==> src/rtl/control_fsm.sv <==
// Multi-cycle control unit: latches the fetched instruction into IR and sequences
// decode/execute/memory/writeback, driving datapath enables and the PC load/select.
module control_fsm #(
  parameter logic [3:0] ALU_ADD = 4'b0000,
  parameter logic [3:0] ALU_SUB = 4'b0001,
  parameter logic [3:0] ALU_AND = 4'b0010,
  parameter logic [3:0] ALU_OR  = 4'b0011
) (
  input  logic        Clk,
  input  logic        Reset,
  input  logic [31:0] Instr,
  input  logic        Zero,
  output logic [31:0] PC_Immed,
  output logic        PC_sel,
  output logic        PC_LdEn,
  output logic        RF_WrEn,
  output logic        RF_B_sel,
  output logic        RF_WrData_sel,
  output logic        ALU_Bin_sel,
  output logic [1:0]  ImmExt_sel,
  output logic [3:0]  ALU_func,
  output logic        MEM_WrEn,
  output logic [3:0]  State
);

  localparam logic [3:0] FETCH    = 4'd0;
  localparam logic [3:0] DECODE   = 4'd1;
  localparam logic [3:0] EXEC_R   = 4'd2;
  localparam logic [3:0] EXEC_I   = 4'd3;
  localparam logic [3:0] WB_ALU   = 4'd4;
  localparam logic [3:0] MEM_ADDR = 4'd5;
  localparam logic [3:0] MEM_RD   = 4'd6;
  localparam logic [3:0] WB_MEM   = 4'd7;
  localparam logic [3:0] MEM_WR   = 4'd8;
  localparam logic [3:0] BRANCH   = 4'd9;

  localparam logic [5:0] OP_RTYPE = 6'b100000;
  localparam logic [5:0] OP_LI    = 6'b111000;
  localparam logic [5:0] OP_LUI   = 6'b111001;
  localparam logic [5:0] OP_ADDI  = 6'b110000;
  localparam logic [5:0] OP_ANDI  = 6'b110010;
  localparam logic [5:0] OP_ORI   = 6'b110011;
  localparam logic [5:0] OP_B     = 6'b111111;
  localparam logic [5:0] OP_BEQ   = 6'b000000;
  localparam logic [5:0] OP_BNE   = 6'b000001;
  localparam logic [5:0] OP_LW    = 6'b001111;
  localparam logic [5:0] OP_SW    = 6'b011111;

  logic [3:0]  state, next_state;
  logic [31:0] ir;
  logic [5:0]  opcode;
  logic        is_imm, is_branch;
  logic [3:0]  imm_func;
  logic [1:0]  imm_ext;

  assign opcode    = ir[31:26];
  assign is_imm    = opcode inside {OP_LI, OP_LUI, OP_ADDI, OP_ANDI, OP_ORI};
  assign is_branch = opcode inside {OP_B, OP_BEQ, OP_BNE};
  assign PC_Immed  = {{14{ir[15]}}, ir[15:0], 2'b00};
  assign State     = state;

  // Register-address fields of IR are consumed by the datapath, not here.
  logic unused_ir_bits;
  assign unused_ir_bits = ^ir[25:16];

  always_ff @(posedge Clk or negedge Reset) begin
    if (!Reset) begin
      state <= FETCH;
      ir    <= '0;
    end else begin
      state <= next_state;
      if (state == FETCH) ir <= Instr;
    end
  end

  always_comb begin
    imm_func = ALU_ADD;
    imm_ext  = 2'd0;
    unique case (opcode)
      OP_LUI:  imm_ext = 2'd2;
      OP_ANDI: begin imm_func = ALU_AND; imm_ext = 2'd1; end
      OP_ORI:  begin imm_func = ALU_OR;  imm_ext = 2'd1; end
      default: ;
    endcase
  end

  always_comb begin
    next_state = FETCH;
    case (state)
      FETCH:    next_state = DECODE;
      DECODE: begin
        if (opcode == OP_RTYPE)                      next_state = EXEC_R;
        else if (is_imm)                             next_state = EXEC_I;
        else if (opcode == OP_LW || opcode == OP_SW) next_state = MEM_ADDR;
        else if (is_branch)                          next_state = BRANCH;
        else                                         next_state = FETCH;
      end
      EXEC_R:   next_state = WB_ALU;
      EXEC_I:   next_state = WB_ALU;
      MEM_ADDR: next_state = (opcode == OP_LW) ? MEM_RD : MEM_WR;
      MEM_RD:   next_state = WB_MEM;
      default:  next_state = FETCH;
    endcase
  end

  always_comb begin
    PC_sel        = 1'b0;
    PC_LdEn       = 1'b0;
    RF_WrEn       = 1'b0;
    RF_B_sel      = 1'b0;
    RF_WrData_sel = 1'b0;
    ALU_Bin_sel   = 1'b0;
    ImmExt_sel    = 2'd0;
    ALU_func      = ALU_ADD;
    MEM_WrEn      = 1'b0;
    case (state)
      DECODE: begin
        RF_B_sel = opcode inside {OP_SW, OP_BEQ, OP_BNE};
        // Illegal opcodes retire here as a NOP.
        if (!(opcode == OP_RTYPE || is_imm || is_branch ||
              opcode == OP_LW || opcode == OP_SW))
          PC_LdEn = 1'b1;
      end
      EXEC_R: ALU_func = ir[3:0];
      EXEC_I: begin
        ALU_Bin_sel = 1'b1;
        ALU_func    = imm_func;
        ImmExt_sel  = imm_ext;
      end
      WB_ALU: begin
        RF_WrEn = 1'b1;
        PC_LdEn = 1'b1;
        if (opcode == OP_RTYPE) begin
          ALU_func = ir[3:0];
        end else begin
          ALU_Bin_sel = 1'b1;
          ALU_func    = imm_func;
          ImmExt_sel  = imm_ext;
        end
      end
      MEM_ADDR, MEM_RD: ALU_Bin_sel = 1'b1;
      WB_MEM: begin
        RF_WrEn       = 1'b1;
        RF_WrData_sel = 1'b1;
        PC_LdEn       = 1'b1;
      end
      MEM_WR: begin
        MEM_WrEn = 1'b1;
        RF_B_sel = 1'b1;
        PC_LdEn  = 1'b1;
      end
      BRANCH: begin
        RF_B_sel = 1'b1;
        ALU_func = ALU_SUB;
        PC_LdEn  = 1'b1;
        PC_sel   = (opcode == OP_B) | ((opcode == OP_BEQ) & Zero) |
                   ((opcode == OP_BNE) & ~Zero);
      end
      default: ;
    endcase
  end

endmodule
==> config.mk <==
export PLATFORM = sky130hd
export DESIGN_NAME = control_fsm
export DESIGN_NICKNAME = d
export VERILOG_FILES = /design/src/rtl/control_fsm.sv
export SDC_FILE = /design/constraint.sdc
export NUM_CORES = 1
export LEC_CHECK = 0
export BUFFER_PORTS_ARGS = -buffer_cell sky130_fd_sc_hd__buf_2
export CAP_MARGIN = 20
export CORE_MARGIN = 2
export CORE_UTILIZATION = 40
export DETAILED_ROUTE_END_ITERATION = 10
export PLACE_DENSITY = 0.7
export SETUP_SLACK_MARGIN = 0.05
export SYNTH_ARGS = -nofsm -noshare
export SYNTH_HDL_FRONTEND = slang
export SYNTH_SLANG_ARGS = --single-unit
==> constraint.sdc <==
create_clock -name Clk -period 2.09 [get_ports Clk]
set_input_delay 0.3135 -clock Clk [delete_from_list [all_inputs] [get_ports Clk]]
set_output_delay 0.3135 -clock Clk [all_outputs]
set_load 0.02 [all_outputs]
==> key figures <==
Die
  • Ports: 84
  • Die Area: 4862 um2
  • Initial core utilization: 0.4228
  • CORE AREA: 4086 um2
  • Die H: 69.73 um
  • Die Wd: 69.73 um
  • Row cnt: 23

Route
  • Vias per cell: 5.015
  • ANT nets after route: 0
  • Initial DRC Count: 90
  • Final WL: 3.706 mm
  • Via Count: 1,359
  • DRC: 0
  • DR pass1 iterations: 4
  • Routed wire per std cell: 13.68 um

Synth
  • Synth Flop Type: dfrtp_1
  • Synth unique cells: 45
  • Top cell type's share of synthesized area: 0.3765
  • Yosys warnings: 0
  • Mux cell area share after synthesis: 0.1484
  • Area leader, netlist: dfrtp_1
  • Simple-Gate Fraction of Synth Area: 0.2006
  • Compound-Gate Fraction of Synth Area: 0.08907
  • Top cells by area, synth: dfrtp_1 38%, buf_4 15%, mux2_2 13%
  • Avg Inst Size Synth: 10.29 um2
  • Mapped Cells: 168
  • Post-synth EDFFs: 0
  • Largest family of logic cells by synthesized area: simple AND/OR/NAND/NOR gates
  • Mapped cell area: 1728 um2
  • Yosys reg bits: 26
  • Xor and xnor area share after synthesis: 0.005069
  • Synth Area in Adders: 0
  • Seq/Total Area, Yosys: 0.3765
  • Fraction of registers with async set/reset: 1.000

Global route
  • Global-route usage over all layers: 0.1513
  • Pin count of the biggest net entering global routing: 27
  • Initial antenna violation count: 0
  • GR Overflow Total: 0
  • Global-route wire length before repair: 6.016 mm
  • Vias in the first global route: 1,256

Clock tree
  • Num CTS Buffers: 3
  • Clock sink count: 26
  • Root buffer cell: clkbuf_8
  • Post-CTS Hold Fix Bufs: 0
  • CTS tree: done
  • H-tree levels: 1
  • Clk_lat worst skew: 0.27 ns
  • Clock transition at path regs: 0.09 ns
  • Buffer levels on the longest clock path: 2

Timing
  • Final Hold Fails: 0
  • Max_slew headroom: 0.6189
  • Slew Limit Fails: 0
  • Period utilization: 1.042
  • Fin crit period: 2.177 ns
  • Worst Skew: 0.007804 ns
  • RSZ-0062 raised after global routing: yes
  • FMAX: 459.3 MHz
  • Worst-Margin Slew: 0.5716 ns
  • Min setup slack post-route: -0.08726 ns
  • Fin Setup TNS: -0.2123 ns
  • Setup violators final: 5

Worst setup path
  • CP max FO: 4
  • Slowest-stage cell, CP: dfrtp_2
  • Critical path type: register to primary output
  • Launch point of the critical path: ir[30]
  • CP cell instances: nor4_4, buf_4, and3_4, nor3_2, a211o_1, buf_6
  • RR Startpoint: State[0]
  • Setup crit start kind: register
  • CP max stage delay: 0.46 ns
  • CP required: 1.78 ns
  • Crit path DAT: 1.86 ns
  • Crit. End Element: primary output

Pwr
  • LEAKAGE: 0.001052 uW
  • Pwr/cell area: 1841 nW/um2
  • Max IR drop VDD: 885.5 uV

Layout
  • Nets: 257
  • Fraction of final layout cells sized beyond drive strength 1: 0.6335
  • FILL cells: 357
  • Most frequent cells in the layout: 64 x buf_2, 22 x dfrtp_1, 20 x mux2_2, 20 x buf_4, 10 x nor2_1
  • Most common cell after layout, fill and taps aside: buf_2
  • # diodes: 0
  • Area growth syn-to-layout: 28.39%

Outcome
  • Failing checks: setup timing
  • Status: finished with violations

Placed design
  • Dpl ws: 0.1630 ns
  • IO buf count: 71
  • Dpl hpwl: 2.539 mm
  • Gp weighted congestion: 0.7824

Min path
  • Hold Crit Class: primary input to asynchronous set/reset pin

Flow run
  • MaxCap Viol Count: 0
[state kept, by name, summed over array words and instances (netlist names)]
name and flops:
ir 22, State 4
[worst max-delay path, delay by kind of cell (launching register included)]
family	cells	cell delay, ns
compound gates	1	0.26
buf+inv	2	0.31
flops	1	0.46
simple gates	3	0.56
[cells by family after synthesis]
group                     count (synthesis)
muxes                                    23
other                                     1
AOI/OAI and AO/OA                        21
buffers and inverters                    44
and+or+nand+nor                          52
DFF                                      26
xor gates and xnor gates                  1
[per-layer routing]
layer	vias up	wire length, um	GRT usage
li1	665	-	-
met1	638	1681	0.2053
met2	49	1704	0.2382
met4	0	53	0.05128
met5	-	0	0
met3	7	267	0.03488
[timing repair]
item / CTS / global route
setup buffers: 8 / 2
endpoints found under the hold margin: 0 / 0
endpoints found under the setup margin: 8 / 9
pin swaps: 11 / 8
gates resized for setup: 23 / 15
[final timing paths]
| path | endpoint | depth (start not counted) | slack (ns) |
|---|---|---|---|
| max | PC_LdEn | 6 | -0.09 |
| min | ir[31] | 1 | 0.02 |
| max reg2reg | ir[4] | 4 | 0.36 |
| min reg2reg | ir[14] | 1 | 0.49 |
| max in group asynchronous | ir[28] | 1 | 1.66 |
| min in group Clk | ir[26] | 3 | 0.23 |
[cell usage after synthesis (2+ instances only)]
library cell	n
nor2b_1	6
and3_1	2
or3_1	3
o21a_1	2
and2_1	2
o21ai_0	2
nor4_4	2
nand2b_1	3
mux2_2	20
nor3_1	4
nand2_1	5
clkbuf_1	2
dfrtp_1	26
nor4_2	2
buf_2	6
buf_4	34
a21oi_1	4
nor2_1	10
mux2i_1	2
nor3_2	2
nand3_1	2
o211a_1	2
a211o_1	2
nor3b_1	2
[layout make-up]
| type | instances | area [um2] | share of cell area |
|---|---|---|---|
| timing repair buffer | 91 | 549.3 | 0.2476 |
| inverter | 1 | 3.754 | 0.001692 |
| sequential | 26 | 655.6 | 0.2955 |
| tap | 50 | 62.56 | 0.02820 |
| clock inverter | 1 | 30.03 | 0.01354 |
| multi-input combinational | 99 | 875.8 | 0.3948 |
| clock buffer | 3 | 41.29 | 0.01861 |
[per-stage QoR]
| step | util | hold slack [ns] | instances | instance area [um2] | power (uW) |
|---|---|---|---|---|---|
| detailed placement | 0.4721 | 0.3451 | 257 | 1929 | 3339 |
| global placement | 0.4721 | 0.3441 | 257 | 1929 | 3297 |
| floorplan | - | 0.01791 | 169 | 1740 | 3095 |
| CTS | 0.5242 | 0.04123 | 269 | 2142 | 3968 |
| global route | 0.5429 | 0.07266 | 271 | 2218 | 4348 |
| finish | 0.5429 | 0.02414 | 271 | 2218 | 4083 |
[where the power goes]
group	leakage, uW	switching, uW	internal, uW
Combinational	0.000711	1440	1200
Clock	0.0000357	159	256
Sequential	0.000306	257	769
Total	0.00105	1850	2230
(Power assumes the default switching activity.)
